===== src/rtl/perf_stats_reader.sv =====
// Snapshots the NPU performance counters and derives avg compute cycles and utilization
// through one shared restoring divider; every value is served by a registered 8-entry read port.
module perf_stats_reader #(
  parameter int COUNTER_WIDTH = 32
) (
  input  logic                     clk,
  input  logic                     rst_n,
  input  logic [COUNTER_WIDTH-1:0] in_total_cycles,
  input  logic [COUNTER_WIDTH-1:0] in_compute_cycles,
  input  logic [COUNTER_WIDTH-1:0] in_idle_cycles,
  input  logic [COUNTER_WIDTH-1:0] in_total_mac_ops,
  input  logic [COUNTER_WIDTH-1:0] in_num_comps,
  input  logic                     snap_req,
  output logic                     snap_busy,
  output logic                     snap_done,
  input  logic                     rd_en,
  input  logic [2:0]               rd_addr,
  output logic [31:0]              rd_data,
  output logic                     rd_valid
);

  localparam int W  = COUNTER_WIDTH;
  localparam int DW = W + 7;
  localparam int CW = $clog2(DW + 1);
  localparam int XW = (W > 32) ? W : 32;

  typedef enum logic [1:0] {S_IDLE, S_DIV_AVG, S_DIV_UTIL, S_DONE} state_t;

  state_t         state, state_nxt;
  logic [W-1:0]   snap_total, snap_compute, snap_idle, snap_mac, snap_num;
  logic [W-1:0]   avg_res, util_res, avg_tmp;
  logic           avg_div0, util_div0, stats_valid;
  logic [DW-1:0]  dvd, dvd_nxt, mul100;
  logic [W-1:0]   rem, rem_nxt, divisor, util_sat;
  logic [W:0]     trial;
  logic           q_bit;
  logic [CW-1:0]  cnt;
  logic [31:0]    rd_mux;

  function automatic logic [31:0] ext32(input logic [W-1:0] v);
    logic [XW-1:0] t;
    t = XW'(v);
    return t[31:0];
  endfunction

  // The dividend register doubles as the quotient: result bits shift in at the LSB.
  assign divisor = (state == S_DIV_AVG) ? snap_num : snap_total;
  assign trial   = {rem, dvd[DW-1]};
  assign q_bit   = (trial >= {1'b0, divisor});
  assign rem_nxt = q_bit ? W'(trial - {1'b0, divisor}) : trial[W-1:0];
  assign dvd_nxt = {dvd[DW-2:0], q_bit};
  assign mul100  = DW'(snap_compute) * DW'(100);
  assign util_sat = (dvd > DW'(100)) ? W'(100) : dvd[W-1:0];
  assign snap_busy = (state != S_IDLE);

  always_comb begin
    state_nxt = state;
    case (state)
      S_IDLE:     if (snap_req) state_nxt = S_DIV_AVG;
      S_DIV_AVG:  if (cnt == CW'(W - 1)) state_nxt = S_DIV_UTIL;
      S_DIV_UTIL: if (cnt == CW'(DW - 1)) state_nxt = S_DONE;
      S_DONE:     state_nxt = S_IDLE;
      default:    state_nxt = S_IDLE;
    endcase
  end

  always_ff @(posedge clk or negedge rst_n) begin
    if (!rst_n) begin
      state        <= S_IDLE;
      snap_total   <= '0;
      snap_compute <= '0;
      snap_idle    <= '0;
      snap_mac     <= '0;
      snap_num     <= '0;
      avg_res      <= '0;
      util_res     <= '0;
      avg_tmp      <= '0;
      avg_div0     <= 1'b0;
      util_div0    <= 1'b0;
      stats_valid  <= 1'b0;
      snap_done    <= 1'b0;
      dvd          <= '0;
      rem          <= '0;
      cnt          <= '0;
    end else begin
      state     <= state_nxt;
      snap_done <= (state == S_DONE);
      case (state)
        S_IDLE: begin
          if (snap_req) begin
            snap_total   <= in_total_cycles;
            snap_compute <= in_compute_cycles;
            snap_idle    <= in_idle_cycles;
            snap_mac     <= in_total_mac_ops;
            snap_num     <= in_num_comps;
            stats_valid  <= 1'b0;
            dvd          <= {in_compute_cycles, 7'b0};
            rem          <= '0;
            cnt          <= '0;
          end
        end
        S_DIV_AVG: begin
          if (cnt == CW'(W - 1)) begin
            avg_tmp <= dvd_nxt[W-1:0];
            dvd     <= mul100;
            rem     <= '0;
            cnt     <= '0;
          end else begin
            dvd <= dvd_nxt;
            rem <= rem_nxt;
            cnt <= cnt + 1'b1;
          end
        end
        S_DIV_UTIL: begin
          dvd <= dvd_nxt;
          rem <= rem_nxt;
          cnt <= cnt + 1'b1;
        end
        S_DONE: begin
          // Zero divisors still run the full schedule; the garbage quotient is discarded here.
          avg_div0    <= (snap_num == '0);
          util_div0   <= (snap_total == '0);
          avg_res     <= (snap_num == '0) ? '0 : avg_tmp;
          util_res    <= (snap_total == '0) ? '0 : util_sat;
          stats_valid <= 1'b1;
        end
        default: ;
      endcase
    end
  end

  always_comb begin
    rd_mux = '0;
    case (rd_addr)
      3'd0: rd_mux = ext32(snap_total);
      3'd1: rd_mux = ext32(snap_compute);
      3'd2: rd_mux = ext32(snap_idle);
      3'd3: rd_mux = ext32(snap_mac);
      3'd4: rd_mux = ext32(snap_num);
      3'd5: rd_mux = ext32(avg_res);
      3'd6: rd_mux = ext32(util_res);
      3'd7: rd_mux = {28'b0, util_div0, avg_div0, snap_busy, stats_valid};
      default: rd_mux = '0;
    endcase
  end

  always_ff @(posedge clk or negedge rst_n) begin
    if (!rst_n) begin
      rd_data  <= '0;
      rd_valid <= 1'b0;
    end else begin
      rd_valid <= rd_en;
      if (rd_en) rd_data <= rd_mux;
    end
  end

endmodule


===== config.mk =====
export PLATFORM = sky130hd
export DESIGN_NAME = perf_stats_reader
export DESIGN_NICKNAME = d
export VERILOG_FILES = /design/src/rtl/perf_stats_reader.sv
export SDC_FILE = /design/constraint.sdc
export NUM_CORES = 1
export LEC_CHECK = 0
export CAP_MARGIN = 20
export CORE_MARGIN = 4
export CORE_UTILIZATION = 60
export DETAILED_ROUTE_END_ITERATION = 12
export DONT_BUFFER_PORTS = 1
export PLACE_DENSITY = 0.76
export SYNTH_ARGS = -nofsm -noshare
export SYNTH_HDL_FRONTEND = slang
export SYNTH_SLANG_ARGS = --single-unit
export TNS_END_PERCENT = 30

===== constraint.sdc =====
create_clock -name clk -period 9.43 [get_ports clk]
set_clock_uncertainty 0.1 [all_clocks]
set_input_delay 1.886 -clock clk [delete_from_list [all_inputs] [get_ports clk]]
set_output_delay 1.886 -clock clk [all_outputs]
set_load 0.005 [all_outputs]

; Yosys cells after proc, flatten, opt, wreduce, memory -nomap -nowiden
; Index checks and enable logic that the tools add are counted.
; Widths: inputs -> output; s select.
[classes]
mul = 1
mux = 21
n_lt_le_gt_ge = 2
add_sub_neg = 2
reduce_logical = 12
n_eq_ne = 15
[op_table]
columns = op, count
row1 = $pmux 32 s8, 1
row2 = $mux 32, 7
row3 = $pmux 39 s3, 1
row4 = $pmux 32 s3, 1
row5 = $mux 39, 2
row6 = $logic_not 32->1, 2
row7 = $gt 39x7->1 const B, 1
row8 = $mul 32x5->37 const B, 1
row9 = $ge 33x32->1, 1
row10 = $sub 32x32->32, 1
row11 = $pmux 6 s3, 1
row12 = $eq 3x3->1 const B, 4
row13 = $mux 6, 2
row14 = $pmux 2 s4, 1
row15 = $reduce_and 2->1, 4
row16 = $add 6x1->6 const B, 1
row17 = $eq 3x2->1 const B, 2
row18 = $eq 6x5->1 const B, 1
row19 = $eq 6x6->1 const B, 1
row20 = $mux 2, 3
row21 = $eq 2x2->1 const B, 2
row22 = $ne 2x2->1 const B, 2
row23 = $reduce_bool 2->1, 2
row24 = $eq 3x1->1 const B, 1
row25 = other kinds (8), 8
[word_totals]
inputBits = 167
wordCells = 71
ff_bits = 372

; Longest topological paths before layout
; Gate-level depths: netlist of run 1.
[depth]
ltp_word = 6
mapped_depth = 17

; Worst setup path after synthesis of run 1
; OpenSTA, ideal clock, no wires.
[synth_timing]
path_kind = register to register
start = register state[1]
end = register rem[15]
t_arrival_ns = 3.770
setup_slack_ns = 5.428
period_less_slack_ns = 4.002
t_required_ns = 9.198
stages_incl_launch_ff = 17
cell_sequence = dfrtp_1 > inv_1 > ha_1 > clkbuf_1 > buf_1 > mux2i_1 > ha_1 > a21oi_4 > o211ai_2 > a21o_1 > a221o_1 > a22o_1 > nor4_2 > buf_6 > buf_8 > mux2i_1 > o21ai_1
[synth_via]
elab_chain_cells = 6
elab_cells_between_ends = 12
classes_between = add/sub: 1 / order compare: 1 / eq/ne: 3 / mux: 4 / reduce/logical: 3
[synth_rtl]
columns = item, line
row1 = start: declaration, 29  ; state_t state, state_nxt;
row2 = start signal: assignment, 86  ; state <= state_nxt;
row3 = $eq 2x1->1, "47, 88"
row4 = $mux 32, 47  ; assign divisor = (state == S_DIV_AVG) ? snap_num : snap_total;
row5 = $sub 32x32->32 / $ge 33x32->1 (equally long branches), "50, 49"
row6 = $mux 32, 50  ; assign rem_nxt = q_bit ? W'(trial - {1'b0, divisor}) : trial[W-1:0];
row7 = $mux 32, 103  ; if (cnt == CW'(W - 1)) begin
row8 = $pmux 32 s3, 88  ; case (state)
row9 = end signal: assignment, 110  ; rem <= rem_nxt;
row10 = end signal: assignment, 116  ; rem <= rem_nxt;
row11 = end: declaration, 34  ; logic [W-1:0] rem, rem_nxt, divisor, util_sat;
; Parallel ways exist; a longest one is shown, timed or not.
; A chain may end at the register's enable or synchronous reset.

; Worst setup path in the final report of run 1
[layout_timing]
start = register state[1]
end = register rem[18]
; The elaborated chain is that of the path after synthesis.

==> impl_metrics.yaml, run 1 <==
floorplan:
  core_area_mm2: 0.0365
  dieHeight_um: 200
  boundaryPins: 202
  fp.dieArea_mm2: 0.0401
  die_x_um: 200
  start_util_pct: 60.7
  fp-row-count: 70
global_route:
  grt_use_total_pct: 33.0
  grt_max_degree: 373
  grt_pass1_vias: 17200
  grt_pass1_wl_um: 104000
  antenna_found_initial: 5
  grt_overflow_total: 0
worst_setup_path:
  crit_start: "state[1]"
  cp_max_fo: 37
  cp_slowest_cell: "ha_2"
  cp_top_family: "adder cells"
  required_ns: 9.78
  critical-path-max-stage-delay_ns: 0.95
  critical_path.cell_chain: "inv_1 -> ha_2 -> mux2i_1 -> ha_1 -> nor2b_1 -> o31ai_1 -> a211oi_1 -> o21ai_1 -> a21oi_1 -> nor4_4 -> buf_4 -> mux2i_1 -> o21ai_1"
  cp-end-kind: "register"
  rr_startpoint: "state[1]"
  cp-start-kind: "register"
  crit_type: "register to register"
  cp_num_buf_inv: 2
  cp.arrival_ns: 5.26
detailed_routing:
  drtIter0Drc: 1909
  first_pass_iters: 6
  drt_wl_total_um: 67500
  drc: 0
  num_vias: 17600
  wl_per_cell_um: 25.3
  drtAntennaViolNets: 0
  viasPerCell: 6.58
sta:
  finalHoldViolCount: 0
  fin_crit_sh_pct: 52.1
  fmax_ghz: 0.204
  maxSlewViolCount: 56
  setup_viol: 0
  layout_min_cycle_time_ns: 4.91
  rsz0062_at_grt: "no"
  tns_ns: 0
  worstMarginPinSlew_ns: 1.56
  slew_headroom_pct: -4.31
clocking:
  cts_resized: 0
  h-tree-depth: 2
  clkTransAtPathRegs_ns: 0.06
  cts_made_buffers: 41
  post-cts-setup-buffers: 0
  hold_buffers: 0
  clkSinkCount: 372
  cts-root-buf: "clkbuf_16"
  cts_tree: "built"
  clockBufferDepth: 3
  clock_insertion_delay_worst_skew_ns: 0.57
worst_hold_path:
  hold_path.class: "register to register"
  min_from: "avg_tmp[22]"
synth:
  async_flop_share_pct: 100
  synth.distinct_cells: 76
  yosysMostFrequentCell: "dfrtp_1"
  avgSynthCellArea_um2: 9.92
  synthMuxAreaShare_pct: 12.7
  syn_inst: 2235
  synth_area_leader_cell: "dfrtp_1"
  synth_compound_area_share_pct: 16.8
  yosys.area_share.simple_pct: 10.0
  netlist_top_cells_area: "dfrtp_1, mux2_2, ha_1, inv_1, o21ai_0"
  ys.flop_type: "dfrtp_1"
  ys_seq_area_share_pct: 42.0
  synth-edff-count: 0
  yosys-top-cells-count: "dfrtp_1, inv_1, mux2_2"
  synth_fa_ha_area_share_pct: 10.4
  synth_top_area_share_pct: 42.0
  synth_nets: 2570
  synth_xor_area_share_pct: 1.98
  netlist_area_mm2: 0.0222
  ys_warn_count: 0
  ys_seq_elements: 372
  synth_top_family_by_area: "compound AO/OA/AOI/OAI gates"
cells_and_area:
  drive_gt1_share_pct: 13.2
  syn2layout_area_growth_pct: 7.24
  fin_nets: 2502
  num-fill-cells: 2867
flow_run:
  cap_violations: 0
outcome:
  violations: "max-slew violations"
  status: "finished, violations left"
placed_design:
  io_buffers: 0
  gp_congestion: 1.03
  hpwlAfterDp_um: 49000
==> metal layers <==
| metal | track usage [%] | vias to the layer above | wire length [µm] |
|---|---|---|---|
| li1 | - | 7811 | - |
| met1 | 42.8 | 8717 | 26400 |
| met2 | 53.4 | 861 | 31600 |
| met3 | 7.43 | 193 | 5900 |
| met4 | 14.8 | 4 | 3620 |
| met5 | 0 | - | 34 |
==> state kept, by name, summed over array words and instances (netlist names), 2 cells and up <==
signal	flops
rd_data	32
rem	32
snap_mac	32
snap_compute	32
dvd	39
snap_total	32
avg_tmp	32
state	2
snap_idle	32
util_res	32
avg_res	32
cnt	6
snap_num	32
==> cells by family after synthesis <==
| kind of cell | count (synthesis) |
|---|---|
| xor gates and xnor gates | 50 |
| buffers and inverters | 350 |
| DFF | 372 |
| AOI/OAI and AO/OA | 579 |
| adders and majority gates | 168 |
| and+or+nand+nor | 460 |
| muxes | 256 |
==> worst register-to-register path, stage by stage, from the launching register on <==
cell and delay, ns:
dfrtp_1 0.42, inv_1 0.12, ha_2 0.95, mux2i_1 0.40, ha_1 0.29, nor2b_1 0.14, o31ai_1 0.42, a211oi_1 0.25
o21ai_1 0.22, a21oi_1 0.16, nor4_4 0.40, buf_4 0.51, mux2i_1 0.32, o21ai_1 0.09
==> area by class of cell <==
cell class,count,area (µm²),share of cell area (%)
Timing Repair Buffer,17,155,0.653
Clock buffer,63,1230,5.17
Sequential cell,372,9310,39.2
Antenna cell,5,12.5,0.0526
Inverter,222,833,3.51
Tap cell,468,586,2.46
Multi-Input combinational cell,1513,11500,48.5
Clock inverter,11,111,0.469
==> final timing paths <==
check | to | slack [ns] | depth (start not counted)
worst max-delay path | rem[18] | 4.52 | 13
worst min-delay path | avg_res[22] | 0.38 | 2
worst max register to register | rem[18] | 4.52 | 13
worst min register to register | avg_res[22] | 0.38 | 2
max in group asynchronous | snap_compute[28] | 7.06 | 0
min in group asynchronous | snap_num[24] | 0.92 | 0
==> placed cells by master (no fill, tap or decap), types with 33 or more instances in the layout <==
| master | count |
|---|---|
| o21ai_1 | 44 |
| o21ai_0 | 129 |
| a21oi_1 | 117 |
| inv_1 | 220 |
| dfrtp_1 | 372 |
| mux2_2 | 194 |
| nand3_1 | 33 |
| nor2b_1 | 55 |
| mux2i_1 | 61 |
| a22oi_1 | 61 |
| clkbuf_16 | 42 |
| ha_1 | 137 |
| nand2_1 | 159 |
| nor2_1 | 94 |
==> stage by stage <==
| stage | std cells | util (%) | instance area [µm²] | hold slack, ns | setup slack, ns |
|---|---|---|---|---|---|
| global route | 2670 | 65.1 | 23800 | 0.397 | 4.15 |
| global placement | 2590 | 61.3 | 22400 | 0.356 | 4.75 |
| detailed placement | 2590 | 61.3 | 22400 | 0.364 | 4.55 |
| floorplan | 2235 | - | 22200 | 0.344 | 5.43 |
| CTS | 2664 | 64.9 | 23700 | 0.377 | 4.52 |
| finish | 2671 | 65.1 | 23800 | 0.376 | 4.52 |
Power of run 1 is left out: the tool's default activity adds up to more than one toggle a clock period on the data nets, which glitch-free logic cannot reach.
==> run 2: changes to the inputs <==
--- a/config.mk
+++ b/config.mk
@@ -7,10 +7,10 @@
 export LEC_CHECK = 0
 export CAP_MARGIN = 20
 export CORE_MARGIN = 4
-export CORE_UTILIZATION = 60
+export CORE_UTILIZATION = 59
 export DETAILED_ROUTE_END_ITERATION = 12
 export DONT_BUFFER_PORTS = 1
-export PLACE_DENSITY = 0.76
+export PLACE_DENSITY = 0.78
 export SYNTH_ARGS = -nofsm -noshare
 export SYNTH_HDL_FRONTEND = slang
 export SYNTH_SLANG_ARGS = --single-unit
==> constraint.sdc (replaced) <==
create_clock -name clk -period 4.3 [get_ports clk]
set_clock_uncertainty 0.1 [all_clocks]
set_input_delay 0.86 -clock clk [delete_from_list [all_inputs] [get_ports clk]]
set_output_delay 0.86 -clock clk [all_outputs]
set_load 0.005 [all_outputs]
==> impl_metrics.yaml, run 2 (synthesis results as in run 1) <==
worst_setup_path:
  critical_path.cell_chain: "inv_1 -> ha_2 -> buf_4 -> mux2i_1 -> ha_1 -> nand2_1 -> o211ai_2 -> a21o_1 -> a221o_1 -> a22o_1 -> nor4_4 -> buf_12 -> nand2b_1 -> o211ai_1"
  reg2reg_setup_slack_ns: 0.19
  cp_top_family: "compound AO/OA/AOI/OAI gates"
  crit_start: "state[1]"
  cp.arrival_ns: 4.45
  cp_max_fo: 29
  r2r_end: "rem[30]"
  cp_slowest_cell: "dfrtp_1"
  critical-path-max-stage-delay_ns: 0.43
  crit_type: "register to register"
  reg2regPathDepth: 14
  cp_num_buf_inv: 3
  cp-start-kind: "register"
  rr_startpoint: "state[1]"
  cp-end-kind: "register"
  required_ns: 4.64
floorplan:
  fp-row-count: 70
  die_x_um: 202
  start_util_pct: 60.1
  core_area_mm2: 0.0369
  fp.dieArea_mm2: 0.0407
  dieHeight_um: 202
  boundaryPins: 202
sta:
  setup_viol: 0
  maxSlewViolCount: 0
  slew_headroom_pct: 24.9
  layout_min_cycle_time_ns: 4.11
  fin_hold_ws_ns: -0.119
  tns_ns: 0
  fmax_ghz: 0.244
  rsz0062_at_grt: "no"
  worstMarginPinSlew_ns: 1.13
  finalHoldViolCount: 56
  fin_crit_sh_pct: 95.5
global_route:
  grt_pass1_wl_um: 104000
  grt_pass1_vias: 17800
  grt_max_degree: 373
  grt_overflow_total: 0
  antenna_found_initial: 6
  grt_use_total_pct: 32.7
cells_and_area:
  fin_nets: 2521
  mostFrequentLayoutCells: "dfrtp_1, inv_1, mux2_2, nand2_1, ha_1"
  final_common_cell: "dfrtp_1"
  largest_reg_flops: 39
  finish.utilization_pct: 65.5
  syn2layout_area_growth_pct: 8.94
  largest-register: "dvd"
  drive_gt1_share_pct: 14.4
detailed_routing:
  wl_per_cell_um: 24.8
  drt_wl_total_um: 67600
  first_pass_iters: 6
  drc: 0
  drtIter0Drc: 1823
  viasPerCell: 6.55
  drtAntennaViolNets: 0
  num_vias: 17900
clocking:
  cts-root-buf: "clkbuf_16"
  h-tree-depth: 2
  clock_insertion_delay_worst_skew_ns: 0.58
  cts_tree: "built"
  clkSinkCount: 372
  post-cts-setup-buffers: 0
  cts_made_buffers: 41
  clkTransAtPathRegs_ns: 0.06
  clockBufferDepth: 3
placed_design:
  gp_congestion: 0.951
  io_buffers: 0
  hpwlAfterDp_um: 49500
outcome:
  violations: "negative hold slack"
  status: "finished, violations left"
flow_run:
  cap_violations: 0
worst_hold_path:
  hold_path.class: "input pin to async pin"
[run 2: worst max path at each step]
stage | endpoint | slack [ns] | depth (start not counted)
after global placement | dvd[36] | 0.29 | 12
after floorplan | rem[15] | 0.30 | 16
after CTS | dvd[36] | 0.15 | 12
final | rem[30] | 0.19 | 14
after global routing | dvd[32] | 0.02 | 15
after detailed placement | dvd[36] | 0.19 | 12
[run 2: layer usage]
metal / track usage, % / vias to the layer above / part of all wire (%)
met5: 0 / - / 0.016
met4: 18.8 / 2 / 6.7
met3: 8.50 / 245 / 10
met2: 51.4 / 1004 / 46
met1: 41.1 / 8738 / 37
li1: - / 7880 / -
[run 2: cell type report]
class	count	area (µm²)
inverters	222	833
multi-input cells	1513	11500
well taps	504	631
clock inverters	19	325
flip-flops and latches	372	9310
fillers	2833	12700
diodes	7	17.5
clock buffers	54	1180
repair buffers	36	308
[run 2: repair_timing]
action,in CTS,in global routing
endpoints found under the setup margin,0,4
endpoints found under the hold margin,372,372
resized for setup,0,3
[run 2: per-stage QoR]
stage               hold WS [ns]  cells  setup WS (ns)  cell area, µm²
floorplan                  0.344   2235          0.298           22200
global placement           0.358   2647          0.289           22600
detailed placement         0.365   2647          0.187           22600
CTS                       -0.137   2720          0.147           24100
global route              -0.136   2727         0.0179           24100
finish                    -0.119   2727          0.195           24100
[run 2: worst reg2reg max path: stages (launching register included)]
cell      delay, ns
dfrtp_1        0.43
inv_1          0.14
ha_2           0.41
buf_4          0.24
mux2i_1        0.31
ha_1           0.32
nand2_1        0.12
o211ai_2       0.14
a21o_1         0.21
a221o_1        0.34
a22o_1         0.26
nor4_4         0.30
buf_12         0.24
nand2b_1       0.28
o211ai_1       0.14
Power of run 2 is left out for the same reason.
